**config.mk**
```make
export PLATFORM = sky130hd
export DESIGN_NAME = nibble_tx
export DESIGN_NICKNAME = d
export VERILOG_FILES = /design/src/rtl/nibble_tx_pkg.sv /design/src/rtl/nibble_tx_gapcnt.sv /design/src/rtl/nibble_tx.sv
export SDC_FILE = /design/constraint.sdc
export NUM_CORES = 1
export LEC_CHECK = 0
export ABC_AREA = 1
export BUFFER_PORTS_ARGS = -buffer_cell sky130_fd_sc_hd__clkbuf_2
export CORE_ASPECT_RATIO = 2
export CORE_UTILIZATION = 33
export CTS_BUF_LIST = sky130_fd_sc_hd__clkbuf_4 sky130_fd_sc_hd__clkbuf_8
export CTS_CLUSTER_SIZE = 24
export DETAILED_ROUTE_END_ITERATION = 6
export SLEW_MARGIN = 30
export SYNTH_ARGS = -nofsm -noshare
export SYNTH_HDL_FRONTEND = slang
export SYNTH_SLANG_ARGS = --single-unit
```
**constraint.sdc**
```tcl
create_clock -name clk -period 1.8 [get_ports clk]
set_input_delay 0.09 -clock clk [delete_from_list [all_inputs] [get_ports clk]]
set_output_delay 0.09 -clock clk [all_outputs]
set_load 0.005 [all_outputs]
```
**src/rtl/nibble_tx_pkg.sv**
```systemverilog
// Shared definitions for the nibble_tx transmitter: nibble width, FSM
// state encoding and the word-width to nibble-count helper.
package nibble_tx_pkg;

   localparam int NIB_W = 4;

   localparam logic [1:0] ST_IDLE = 2'd0;
   localparam logic [1:0] ST_SEND = 2'd1;
   localparam logic [1:0] ST_GAP  = 2'd2;
   localparam logic [1:0] ST_DONE = 2'd3;

   typedef enum logic [1:0] {
      S_IDLE = ST_IDLE,
      S_SEND = ST_SEND,
      S_GAP  = ST_GAP,
      S_DONE = ST_DONE
   } state_t;

   function automatic int nib_count(input int word_w);
      return word_w / NIB_W;
   endfunction

endpackage

```
**src/rtl/nibble_tx_gapcnt.sv**
```systemverilog
// Loadable 4-bit down-counter with a zero flag; times the idle gap
// between nibbles. Load wins over decrement; it saturates at zero.
module nibble_tx_gapcnt (
   input  logic       clk,
   input  logic       rst,
   input  logic       i_load,
   input  logic [3:0] i_load_val,
   input  logic       i_dec,
   output logic       o_zero
);

   logic [3:0] r_cnt;

   // NOTE: sequential state always uses non-blocking (<=) so every flop
   // samples the pre-edge value of every other flop.
   always_ff @(posedge clk) begin
      if (rst) begin
         r_cnt <= 4'd0;
      end else if (i_load) begin
         r_cnt <= i_load_val;
      end else if (i_dec && (r_cnt != 4'd0)) begin
         r_cnt <= r_cnt - 4'd1;
      end
   end

   assign o_zero = (r_cnt == 4'd0);

endmodule

```
**src/rtl/nibble_tx.sv**
```systemverilog
// Nibble-stream transmitter: captures a word on start and emits it as
// WORD_W/4 strobed nibbles with GAP idle cycles between them.
module nibble_tx
   import nibble_tx_pkg::*;
#(
   parameter int WORD_W    = 16,
   parameter int GAP       = 0,
   parameter int MSB_FIRST = 1
) (
   input  logic              clk,
   input  logic              rst,
   input  logic              start,
   input  logic [WORD_W-1:0] data_in,
   output logic [NIB_W-1:0]  x,
   output logic              x_is_valid,
   output logic              busy,
   output logic              done
);

   localparam int              N        = nib_count(WORD_W);
   localparam int              NC_W     = (N > 1) ? $clog2(N) : 1;
   localparam logic [NC_W-1:0] NC_LOAD  = NC_W'(N - 1);
   localparam logic [3:0]      GAP_LOAD = (GAP > 0) ? 4'(GAP - 1) : 4'd0;

   state_t            r_state, w_state_nxt;
   logic [WORD_W-1:0] r_shift, w_shift_nxt;
   logic [NC_W-1:0]   r_nib_cnt, w_nib_cnt_nxt;
   logic [NIB_W-1:0]  r_x, w_nib_nxt;
   logic              r_valid, r_busy, r_done;
   logic              w_gap_load, w_gap_dec, w_gap_zero;

   nibble_tx_gapcnt u_gapcnt (
      .clk        (clk),
      .rst        (rst),
      .i_load     (w_gap_load),
      .i_load_val (GAP_LOAD),
      .i_dec      (w_gap_dec),
      .o_zero     (w_gap_zero)
   );

   // NOTE: every signal written here gets a default first, so no path
   // through the case can leave one unassigned and infer a latch.
   always_comb begin
      w_state_nxt   = r_state;
      w_shift_nxt   = r_shift;
      w_nib_cnt_nxt = r_nib_cnt;
      w_gap_load    = 1'b0;
      w_gap_dec     = 1'b0;
      case (r_state)
         S_IDLE, S_DONE: begin
            if (start) begin
               w_shift_nxt   = data_in;
               w_nib_cnt_nxt = NC_LOAD;
               w_state_nxt   = S_SEND;
            end else begin
               w_state_nxt   = S_IDLE;
            end
         end
         S_SEND: begin
            w_shift_nxt = (MSB_FIRST != 0) ? (r_shift << NIB_W) : (r_shift >> NIB_W);
            if (r_nib_cnt == '0) begin
               w_state_nxt = S_DONE;
            end else begin
               w_nib_cnt_nxt = r_nib_cnt - 1'b1;
               if (GAP > 0) begin
                  w_gap_load  = 1'b1;
                  w_state_nxt = S_GAP;
               end else begin
                  w_state_nxt = S_SEND;
               end
            end
         end
         S_GAP: begin
            if (w_gap_zero) begin
               w_state_nxt = S_SEND;
            end else begin
               w_gap_dec   = 1'b1;
            end
         end
         default: w_state_nxt = S_IDLE;
      endcase
      // The nibble shown next cycle is the head of the next shift-register value.
      w_nib_nxt = (MSB_FIRST != 0) ? w_shift_nxt[WORD_W-1 -: NIB_W] : w_shift_nxt[NIB_W-1:0];
   end

   // Outputs are decoded from the next state so they come straight off flops.
   always_ff @(posedge clk) begin
      if (rst) begin
         r_state   <= S_IDLE;
         r_shift   <= '0;
         r_nib_cnt <= '0;
         r_x       <= '0;
         r_valid   <= 1'b0;
         r_busy    <= 1'b0;
         r_done    <= 1'b0;
      end else begin
         r_state   <= w_state_nxt;
         r_shift   <= w_shift_nxt;
         r_nib_cnt <= w_nib_cnt_nxt;
         r_x       <= (w_state_nxt == S_SEND) ? w_nib_nxt : '0;
         r_valid   <= (w_state_nxt == S_SEND);
         r_busy    <= (w_state_nxt == S_SEND) || (w_state_nxt == S_GAP);
         r_done    <= (w_state_nxt == S_DONE);
      end
   end

   assign x          = r_x;
   assign x_is_valid = r_valid;
   assign busy       = r_busy;
   assign done       = r_done;

endmodule

```
---- Word level (Yosys, flattened, before mapping) ----
Cells that the tools add are included.
cells by class
  mux-type cells .......................... 11
  divide/modulo/power cells ............... 0
  $add $sub $neg .......................... 2
  multipliers ............................. 0
  reductions and logical operators ........ 11
  eq/ne operators ......................... 8
  shift operators ......................... 0
  magnitude comparators ................... 0
  bitwise operators ....................... 1
operator list
  cell                                               number
  one-hot mux 16 bit (2 select lines)                1
  two-way mux 16 bit                                 1
  == test 2 bit (second input constant)              4
  two-way mux 2 bit                                  4
  one-hot mux 2 bit (3 select lines)                 1
  == test 2 x 1 -> 1 bit (second input constant)     2
  zero test 2 bit                                    2
  zero test 4 bit                                    1
  != test 2 bit (second input constant)              2
  one-hot mux 2 bit (2 select lines)                 1
  nonzero test 4 bit                                 1
  OR reduction 2 bit                                 2
  subtractor 4 x 1 -> 4 bit (second input constant)  1
  two-way mux 1 bit                                  3
  AND reduction 3 bit                                1
  AND reduction 2 bit                                1
  nonzero test 2 bit                                 1
  subtractor 2 x 1 -> 2 bit (second input constant)  1
  logical AND 1 bit                                  1
  logical OR 1 bit                                   1
  inverter 1 bit                                     1
storage, ports and cells
  bits in writable memories ............... 0
  memories ................................ 0
  bits in latches ......................... 0
  ROM bits ................................ 0
  bits in registers ....................... 31

---- Depth between registers and ports, before layout ----
Gate-level depths: netlist (run 1).
  word-level depth ........................ 6
  mapped depth ............................ 11
  gate-level depth less buffers ........... 10

---- Modules after synthesis ----
A second synthesis (run 1) with hierarchy kept.
unflattened totals
  cells, all modules ...................... 218
  area total of the unflattened synthesis .. 1536.5 um^2
modules (own cells, without submodules)
  module            cells each  instances  area each (um^2)
  nibble_tx         177         1          1262.5
  nibble_tx_gapcnt  41          1          274.0

---- Worst setup path after synthesis (run 1) ----
Ideal clock, no wire load.
  kind .................................... flip-flop to flip-flop
  start point ............................. register r_state[0]
  end point ............................... register r_x[1] (netlist: x[1])
  cell stages (with the launch flop) ...... 11
  setup time .............................. 0.123 ns
  required time ........................... 1.677 ns
  arrival time ............................ 1.562 ns
  period minus slack after synthesis ...... 1.685 ns
  slack ................................... 0.115 ns
  path through ............................ dfxtp_1 inv_1 ha_1 nand2_1 nand2_4 inv_2 buf_6 nand2_1 ha_1 nand2_1 a21oi_1
between the ends
  longest elaborated chain between the ends .. 6
  elaborated cells on any way between the ends .. 11
  classes of those cells .................. 4 x eq/ne; 3 x mux; 1 x bitwise; 3 x reduce/logical
RTL lines
  element                                           line              text
  from (decl)                                       nibble_tx.sv:25   state_t r_state, w_state_nxt;
  from (signal assigned)                            nibble_tx.sv:97   r_state <= w_state_nxt;
  == test 2 bit or zero test 2 bit (tied branches)  nibble_tx.sv:49   case (r_state)
  OR reduction 2 bit                                nibble_tx.sv:49
  one-hot mux 2 bit (3 select lines) *              nibble_tx.sv:49
  via w_state_nxt[0]                                nibble_tx.sv:25
  == test 2 x 1 -> 1 bit *                          nibble_tx.sv:100  r_x <= (w_state_nxt == S_SEND) ? w_nib_nxt : '0;
  inverter 1 bit (no line) *                        -
  OR reduction 2 bit (no line) *                    -
  to (signal assigned)                              nibble_tx.sv:100
  to (decl)                                         nibble_tx.sv:28   logic [NIB_W-1:0] r_x, w_nib_nxt;
Mark *: on every way through the listed nets, which the timed path passes. The rest lies on a longest branch.
A chain may end at the register's enable or synchronous reset.

---- Final worst setup path (run 1) ----
  start point ............................. register r_state[0]
  end point ............................... register r_x[2] (netlist: x[2])
The elaborated chain is that of the path after synthesis.

==> out/metrics.cfg, run 1 <==
[logic_synthesis]
ys_seq_elements = 31
netlist_instances = 198
syn_avg_cell_area_sq_um = 7.06
ys_async_sr_fraction = 0
syn_nets = 223
synth-edff-count = 0
synth_cell_type_count = 18
synthFlopType = dfxtp_1
yosys_warnings = 0
yosysSeqAreaShare = 0.444
syn_area_sq_mm = 0.00140

[clock_network]
ctsResizeCount = 0
root_buffer = clkbuf_8
cts_sinks = 31
post_cts_buffers = 0
cts_tree = done
clockBufferDepth = 2
clkLatencyLatePin_ns = 0.28
htreeDepth = 2
cts_inserted_buffers = 5
clk_pin_slew_ns = 0.07
cts_hold_buf = 0

[floorplanning]
die_width_um = 48.0
initial_core_util = 0.342
die_h_um = 94.0
io_pins = 26
core.rowCount = 33
coreArea_sq_mm = 0.00409
die_area_sq_mm = 0.00451

[detailed_routing]
detail_route.iter0.violations = 31
route.vias.total = 1313
drt-total-wl_mm = 3.21
drc = 0
wire_per_inst_um = 11.5
ant_nets = 0
via_per_inst = 4.71
drtPass1Iterations = 4

[timing]
fin_crit_ns = 1.64
holdWs_ns = 0.0325
fin_skew_ns = 0.00594
rsz0062_at_grt = no
setup-violations-final = 0
maxSlewHeadroom = 0.770
finalMaxSlewViolations = 0
fmax_ghz = 0.608
finalSetupTns_ns = 0
tightest_slew_ns = 0.344
min_period_over_period = 0.913
hold_viol = 0

[placed_design]
io_buffers = 25
gp_congestion = 0.777
dpl.hpwl_mm = 2.38

[cells_and_area]
fillers = 452
syn2layout_area_growth_pct = 21.2
layout-drive-gt1-share = 0.189
final_cell_mix = 68 x nand2_1, 31 x dfxtp_1, 25 x clkbuf_2, 24 x nand3_1, 24 x a21oi_1
diodes = 0
final_nets = 251
final_common_cell = nand2_1

[worst_setup_path]
crit_arrival_ns = 1.82
critPathKind = register to register
setup.worst_path.start_class = register
critical_path_required_ns = 1.97
cp-end-kind = register
crit_fanout = 9

[power]
leakagePower_nw = 0.811
ir_worst_vdd_mv = 0.586
power_density_mw_per_mm2 = 972

[global_routing]
antenna_found_initial = 0
grt_pass1_vias = 1317
grt_pass1_wl_mm = 5.53
track_usage = 0.174
overflow = 0
grt_max_degree = 16

[run]
max_cap_violations = 0

[hold_path]
hold_class = primary input to register

[status]
outcome = completed

==> cell type report <==
cell class | count | area (sq um) | area share
clock buffer | 6 | 82.6 | 0.0487
tap | 52 | 65.1 | 0.0384
multi-input combinational | 141 | 664 | 0.392
timing repair buffer | 30 | 163 | 0.0960
sequential | 31 | 621 | 0.366
inverter | 17 | 63.8 | 0.0377
clock inverter | 2 | 35.0 | 0.0207
==> worst max-delay path: stages, from the launching register on <==
cell and delay [ns]:
dfxtp_1 0.33, inv_1 0.06, ha_1 0.33, nand2_1 0.15
nand2_4 0.11, inv_2 0.06, nand2_1 0.07, ha_1 0.20
nand2_1 0.16, a21oi_1 0.06
==> registers in the layout, indices dropped and copies added (netlist names) <==
register	cells
x	4
r_state	2
r_shift	16
busy	1
x_is_valid	1
u_gapcnt.r_cnt	4
r_nib_cnt	2
done	1
==> through the flow <==
stage | util | setup WS [ns] | power [W] | instances | instance area [sq um]
4_1_cts | 0.414 | 0.157 | 0.00167 | 279 | 1690
6_report | 0.414 | 0.156 | 0.00165 | 279 | 1690
3_3_place_gp | 0.386 | 0.200 | 0.000947 | 271 | 1580
3_5_place_dp | 0.386 | 0.168 | 0.000949 | 271 | 1580
2_1_floorplan | - | 0.115 | 0.000881 | 198 | 1400
5_1_grt | 0.414 | 0.0161 | 0.00172 | 279 | 1690
==> report_power, final <==
group | internal [W] | switching (W)
registers | 0.000722 | 0.0000148
logic | 0.0000752 | 0.000121
clock network | 0.000448 | 0.000267
==> metal layers <==
metal	track usage	vias up	wire length, um
li1	-	685	-
met1	0.176	600	1270
met2	0.305	22	1750
met3	0.0365	6	109
met4	0.0903	0	82
met5	0	-	0
==> cell usage after synthesis (2+ instances only) <==
cell type / number / area share
buf_2: 5 / 0.018
nand2_1: 68 / 0.18
nor2_1: 12 / 0.032
inv_1: 15 / 0.040
nand4_1: 2 / 0.0090
ha_1: 6 / 0.054
dfxtp_1: 31 / 0.44
nand3_1: 24 / 0.086
clkbuf_1: 2 / 0.0054
inv_2: 2 / 0.0054
a21oi_1: 24 / 0.086
==> cells by family (layout without fill, tap and decap cells) <==
family,Yosys count,after routing,share of synthesized area
DFF,31,31,0.444
buffers and inverters,26,55,0.0806
AOI/OAI and AO/OA,26,26,0.0949
adders and majority gates,6,6,0.0537
and+or+nand+nor,109,109,0.327
==> path summary, 6_finish.rpt <==
kind / slack (ns) / startpoint / cells after the start / end
worst max-delay path: 0.16 / r_state[0]$_SDFF_PP0_ / 9 / x[2]$_SDFF_PP0_
worst min-delay path: 0.03 / data_in[2] / 3 / r_shift[2]$_SDFFE_PP0P_
worst max register to register: 0.16 / r_state[0]$_SDFF_PP0_ / 9 / x[2]$_SDFF_PP0_
worst min register to register: 0.47 / r_shift[0]$_SDFFE_PP0P_ / 2 / r_shift[0]$_SDFFE_PP0P_
No activity file was read; power rests on OpenSTA's default activity.
==> run 2, diff against run 1 <==
--- a/config.mk
+++ b/config.mk
@@ -12,7 +12,8 @@
 export CTS_BUF_LIST = sky130_fd_sc_hd__clkbuf_4 sky130_fd_sc_hd__clkbuf_8
 export CTS_CLUSTER_SIZE = 24
 export DETAILED_ROUTE_END_ITERATION = 6
-export SLEW_MARGIN = 30
+export PLACE_DENSITY = 0.49
+export SLEW_MARGIN = 0
 export SYNTH_ARGS = -nofsm -noshare
 export SYNTH_HDL_FRONTEND = slang
 export SYNTH_SLANG_ARGS = --single-unit
==> constraint.sdc (replaced) <==
create_clock -name clk -period 1.81 [get_ports clk]
set_input_delay 0.0905 -clock clk [delete_from_list [all_inputs] [get_ports clk]]
set_output_delay 0.0905 -clock clk [all_outputs]
set_load 0.005 [all_outputs]
==> out/metrics.cfg, run 2 (same netlist as run 1, synthesis figures left out) <==
[detailed_routing]
detail_route.iter0.violations = 28  ; -9.7%
via_per_inst = 4.70  ; -0.15%
wire_per_inst_um = 11.8  ; +2.4%
ant_nets = 0  ; unchanged
drc = 0  ; unchanged
drtPass1Iterations = 4  ; unchanged
drt-total-wl_mm = 3.29  ; +2.4%
route.vias.total = 1311  ; -0.15%

[floorplanning]
io_pins = 26  ; unchanged
die_h_um = 94.0  ; unchanged
die_width_um = 48.0  ; unchanged
core.rowCount = 33  ; unchanged
initial_core_util = 0.342  ; unchanged
die_area_sq_mm = 0.00451  ; unchanged
coreArea_sq_mm = 0.00409  ; unchanged

[worst_setup_path]
crit_path_frequent_cell = nand2_1
critical_path_required_ns = 1.97  ; about the same
crit_fanout = 9  ; unchanged
path_delay_family = adder cells
setup.worst_path.start_class = register
cp.depth = 9  ; unchanged
crit_chain = inv_1 -> ha_1 -> nand2_1 -> nand2_4 -> inv_2 -> nand2_1 -> ha_1 -> nand2_1 -> a21oi_1
slowest_delay_ns = 0.33  ; about the same
crit_buf_inv = 2  ; unchanged
critPathKind = register to register
cp-end-kind = register
r2r_setup_slack_ns = 0.15  ; about the same
r2r_cells = 9  ; unchanged
crit_arrival_ns = 1.82  ; about the same
cpMaxStageDelayCell = dfxtp_1

[clock_network]
cts_tree = done
cts_inserted_buffers = 5  ; unchanged
clkLatencyLatePin_ns = 0.28  ; about the same
clockBufferDepth = 2  ; unchanged
post_cts_buffers = 0  ; unchanged
ctsResizeCount = 0  ; unchanged
cts_sinks = 31  ; unchanged
clk_pin_slew_ns = 0.06  ; about the same
htreeDepth = 2  ; unchanged
root_buffer = clkbuf_8
cts_hold_buf = 0  ; unchanged

[placed_design]
place_ws_ns = 0.162  ; -0.00548 ns
placed_cell_area_sq_mm = 0.00158  ; +0.48%
dp.cells = 272  ; +0.37%
io_buffers = 25  ; unchanged
gp_congestion = 0.752  ; -3.3%
dpl.hpwl_mm = 2.40  ; +0.84%

[timing]
maxSlewHeadroom = 0.798  ; +0.0274
setup-violations-final = 0  ; unchanged
fin_crit_ns = 1.66  ; +0.0144 ns
finalMaxSlewViolations = 0  ; unchanged
min_period_over_period = 0.916  ; +0.00292
holdWs_ns = 0.0448  ; +0.0123 ns
tightest_slew_ns = 0.303  ; -0.0407 ns
fmax_ghz = 0.603  ; -0.87%
rsz0062_at_grt = no
fin_skew_ns = 0.00383  ; -0.00211 ns
fin_ws_ns = 0.152  ; -0.00442 ns
hold_viol = 0  ; unchanged
finalSetupTns_ns = 0  ; unchanged

[global_routing]
grt_max_degree = 20  ; +4
antenna_found_initial = 0  ; unchanged
grt_pass1_vias = 1257  ; -4.6%
track_usage = 0.177  ; +0.00347
overflow = 0  ; unchanged
gr-usage-met3 = 0.0288  ; -0.00769
use_met2 = 0.310  ; +0.00450
top_usage_layer = met2
grt_pass1_wl_mm = 5.58  ; +0.76%
gr-usage-met1 = 0.194  ; +0.0185

[cells_and_area]
final_cell_mix = 68 x nand2_1, 31 x dfxtp_1, 25 x clkbuf_2, 24 x nand3_1, 24 x a21oi_1
fin_cells = 279  ; unchanged
final_common_cell = nand2_1
largest_reg_flops = 16  ; unchanged
syn2layout_area_growth_pct = 19.6
diodes = 0  ; unchanged
final_cell_area_sq_mm = 0.00167  ; -1.3%
layout-drive-gt1-share = 0.189  ; unchanged
regMostFlops = r_shift
final_nets = 252  ; +0.40%

[run]
max_cap_violations = 0  ; unchanged

[status]
outcome = completed

[hold_path]
hold_class = primary input to register
min_path_cells = 3  ; unchanged

[power]
power_density_mw_per_mm2 = 877  ; -9.8%
ir_worst_vdd_mv = 0.487  ; -17%
leakagePower_nw = 0.802  ; -1.1%

-- run 2: routing by layer --
| metal | part of all wire | vias up |
|---|---|---|
| met5 | 0 | - |
| met4 | 0.014 | 0 |
| met3 | 0.042 | 4 |
| met2 | 0.55 | 35 |
| met1 | 0.39 | 588 |
| li1 | - | 684 |
-- run 2: layout make-up --
type,instances,area [sq um]
clock inverters,1,5.00
fillers,464,2420
repair buffers,31,170
flip-flops and latches,31,621
clock buffers,6,82.6
multi-input cells,141,664
well taps,52,65.1
inverters,17,63.8
-- run 2: path summary, 6_finish.rpt --
check / to / from
hold reg to reg: r_shift[3]$_SDFFE_PP0P_ / r_shift[3]$_SDFFE_PP0P_
setup reg to reg: x[3]$_SDFF_PP0_ / r_state[0]$_SDFF_PP0_
setup / recovery: x[3]$_SDFF_PP0_ / r_state[0]$_SDFF_PP0_
hold / removal: r_shift[3]$_SDFFE_PP0P_ / data_in[3]
-- run 2: worst register-to-register path: stages (launching register included) --
cell,delay [ns]
dfxtp_1,0.33
inv_1,0.06
ha_1,0.33
nand2_1,0.16
nand2_4,0.11
inv_2,0.07
nand2_1,0.07
ha_1,0.20
nand2_1,0.16
a21oi_1,0.06
-- run 2: where the power goes --
part,switching (W),leakage [nW],internal (W)
Clock,0.000238,0.0470,0.000298
Sequential,0.0000146,0.253,0.000718
Combinational,0.000121,0.502,0.0000762
Total,0.000373,0.802,0.00109
-- run 2: per-stage QoR --
step / utilization / total power, W
finish: 0.409 / 0.00147
global route: 0.409 / 0.00155
floorplan: - / 0.000876
detailed placement: 0.388 / 0.000948
global placement: 0.388 / 0.000947
CTS: 0.409 / 0.00149
==> run 3, diff against run 2 <==
--- a/config.mk
+++ b/config.mk
@@ -5,7 +5,7 @@
 export SDC_FILE = /design/constraint.sdc
 export NUM_CORES = 1
 export LEC_CHECK = 0
-export ABC_AREA = 1
+export ABC_AREA = 0
 export BUFFER_PORTS_ARGS = -buffer_cell sky130_fd_sc_hd__clkbuf_2
 export CORE_ASPECT_RATIO = 2
 export CORE_UTILIZATION = 33
==> out/metrics.cfg, run 3 <==
[timing]
tightest_slew_ns = 0.338  ; +0.0345 ns
setup-violations-final = 0  ; unchanged
min_period_over_period = 0.956  ; +0.0396
fin_crit_ns = 1.73  ; +0.0716 ns
maxSlewHeadroom = 0.774  ; -0.0234
fin_skew_ns = 0.00519  ; +0.00135 ns
rsz0062_at_grt = no
fmax_ghz = 0.578  ; -4.1%
holdWs_ns = 0.0460  ; +0.00118 ns
finalSetupTns_ns = 0  ; unchanged
finalMaxSlewViolations = 0  ; unchanged
fin_ws_ns = 0.0800  ; -0.0716 ns
hold_viol = 0  ; unchanged

[detailed_routing]
route.vias.total = 1162  ; -11%
drtPass1Iterations = 4  ; unchanged
via_per_inst = 5.16  ; +9.9%
detail_route.iter0.violations = 26  ; -7.1%
drt-total-wl_mm = 3.12  ; -5.1%
wire_per_inst_um = 13.9  ; +18%
drc = 0  ; unchanged
ant_nets = 0  ; unchanged

[placed_design]
gp_congestion = 0.784  ; +4.2%
place_ws_ns = -0.0490  ; -0.211 ns
placed_cell_area_sq_mm = 0.00155  ; -2.4%
dp.cells = 217  ; -20%
dpl.hpwl_mm = 2.28  ; -5.0%
io_buffers = 25  ; unchanged

[power]
p_sw_w = 0.000392  ; +4.9%
p_clk_frac = 0.409  ; +0.044
leakagePower_nw = 0.713  ; -11%
ir_worst_vdd_mv = 0.558  ; +15%
p_int_w = 0.00125  ; +14%
pwr-share-comb = 0.137  ; +0.003
power_frac_seq = 0.454  ; -0.046
switching_share = 0.239  ; -0.0160
power_density_mw_per_mm2 = 950  ; +8.3%

[worst_setup_path]
setup.worst_path.start_class = register
crit_path_frequent_cell = ha_4
cp-end-kind = register
crit_chain = inv_2 -> ha_4 -> or3b_4 -> a211o_1 -> nand2_2 -> ha_4 -> nand2_4 -> a21oi_2
critical_path_required_ns = 2.03  ; +0.06 ns
slowest_delay_ns = 0.40  ; +0.07 ns
critPathKind = register to register
cpMaxStageDelayCell = or3b_4
crit_arrival_ns = 1.95  ; +0.13 ns
crit_fanout = 5  ; -4

[clock_network]
clockBufferDepth = 2  ; unchanged
cts_tree = done
clkLatencyLatePin_ns = 0.28  ; about the same
cts_hold_buf = 0  ; unchanged
htreeDepth = 2  ; unchanged
clk_pin_slew_ns = 0.07  ; about the same
cts_sinks = 31  ; unchanged
root_buffer = clkbuf_8
cts_inserted_buffers = 5  ; unchanged

[floorplanning]
die_width_um = 46.7  ; -2.7%
coreArea_sq_mm = 0.00384  ; -6.0%
io_pins = 26  ; unchanged
core.rowCount = 32  ; -3.0%
die_area_sq_mm = 0.00427  ; -5.5%
initial_core_util = 0.343  ; +0.00120
die_h_um = 91.4  ; -2.8%

[logic_synthesis]
syn_nets = 166  ; -26%
synth.area.top_cells = dfxtp_1 47%, ha_1 5.7%, a22o_1 5.3%
ys_seq_elements = 31  ; unchanged
synthFlopType = dfxtp_1
yosysMostFrequentCell = dfxtp_1
netlist_instances = 141  ; -29%
synth_cell_type_count = 33  ; +15
yosys_warnings = 0  ; unchanged
yosysSeqAreaShare = 0.471  ; +0.0265
syn_area_sq_mm = 0.00132  ; -5.6%
synth-edff-count = 0  ; unchanged
yosysTopAreaCellShare = 0.471  ; +0.0265
synth_area_leader_cell = dfxtp_1
ys_async_sr_fraction = 0  ; unchanged
syn_avg_cell_area_sq_um = 9.35  ; +33%
ys_top_cells_by_count = 31 x dfxtp_1, 15 x nor2_1, 11 x a21oi_1, 9 x inv_1

[global_routing]
antenna_found_initial = 0  ; unchanged
grt_pass1_wl_mm = 5.40  ; -3.1%
grt_max_degree = 16  ; -20%
grt_pass1_vias = 1203  ; -4.3%
track_usage = 0.174  ; -0.00356
overflow = 0  ; unchanged

[cells_and_area]
final_common_cell = dfxtp_1
fin_cells = 225  ; -19%
final_cell_area_sq_mm = 0.00173  ; +3.3%
regMostFlops = r_shift
diodes = 0  ; unchanged
layout-drive-gt1-share = 0.385  ; +0.196
largest_reg_flops = 16  ; unchanged
syn2layout_area_growth_pct = 30.9
final_nets = 199  ; -21%
final_cell_mix = 29 x dfxtp_1, 25 x clkbuf_2, 15 x nor2_1, 12 x buf_4

[run]
max_cap_violations = 0  ; unchanged

[hold_path]
hold_class = primary input to register

[status]
outcome = completed

==> run 3: changes by cell type after synthesis, moves of 4 or more <==
cell     change
o21ai_0      +4
inv_1        -6
nand2_1     -63
nor2b_1      +4
a22o_1       +8
a22oi_1      +8
nand3_1     -23
a21oi_1     -13
a32oi_1      +8
==> run 3: through the flow <==
step | utilization | total power, W
CTS | 0.435 | 0.00165
floorplan | - | 0.000895
detailed placement | 0.402 | 0.000969
finish | 0.449 | 0.00164
global placement | 0.402 | 0.000966
global route | 0.449 | 0.00171
==> run 3: worst max-delay path: cells and delay by family, from the launching register on <==
| family | cells | cell delay (ns) |
|---|---|---|
| compound gates | 2 | 0.44 |
| simple gates | 3 | 0.57 |
| flops | 1 | 0.33 |
| buf+inv | 1 | 0.07 |
| fa+ha+maj | 2 | 0.27 |
==> run 3: what timing repair did <==
item / 4_1_cts / 5_1_grt
gates resized for setup: 6 / 14
buffers inserted: 0 / 1
endpoints found under the setup margin: 4 / 12
pin swaps: 1 / 5
==> run 3: power by group through the flow <==
stage / registers [W] / logic (W) / clock network, W
finish: 0.000744 / 0.000224 / 0.000671
CTS: 0.000744 / 0.000217 / 0.000685
floorplan: 0.000755 / 0.000140 / 0
global route: 0.000749 / 0.000252 / 0.000708
global placement: 0.000758 / 0.000207 / 0
detailed placement: 0.000759 / 0.000210 / 0
==> run 3: path summary, 6_finish.rpt <==
path,start,endpoint,slack [ns],depth (start not counted)
max,u_gapcnt.r_cnt[0]$_SDFFE_PP0P_,x[2]$_SDFF_PP0_,0.08,8
min,data_in[3],r_shift[3]$_SDFFE_PP0P_,0.05,3
max reg2reg,u_gapcnt.r_cnt[0]$_SDFFE_PP0P_,x[2]$_SDFF_PP0_,0.08,8
min reg2reg,u_gapcnt.r_cnt[0]$_SDFFE_PP0P_,u_gapcnt.r_cnt[0]$_SDFFE_PP0P_,0.49,2
==> run 3: final cells by class <==
| class | instances | area [sq um] |
|---|---|---|
| clock buffer | 6 | 76.3 |
| clock inverter | 1 | 30.0 |
| fill | 412 | 2120 |
| inverter | 9 | 33.8 |
| multi-input combinational | 90 | 684 |
| sequential | 31 | 623 |
| tap | 51 | 63.8 |
| timing repair buffer | 37 | 215 |
==> run 3: logic make-up after synthesis <==
logic type      share of synthesized area
compound gates                      0.269
fa+ha+maj                          0.0569
buf+inv                            0.0636
flops                               0.471
mux                               0.00759
simple gates                        0.133
==> run 3: per-layer routing <==
layer | share of wire | vias up | global-route usage
li1 | - | 579 | -
met1 | 0.39 | 552 | 0.196
met2 | 0.56 | 24 | 0.294
met3 | 0.033 | 7 | 0.0378
met4 | 0.021 | 0 | 0.0714
met5 | 0 | - | 0
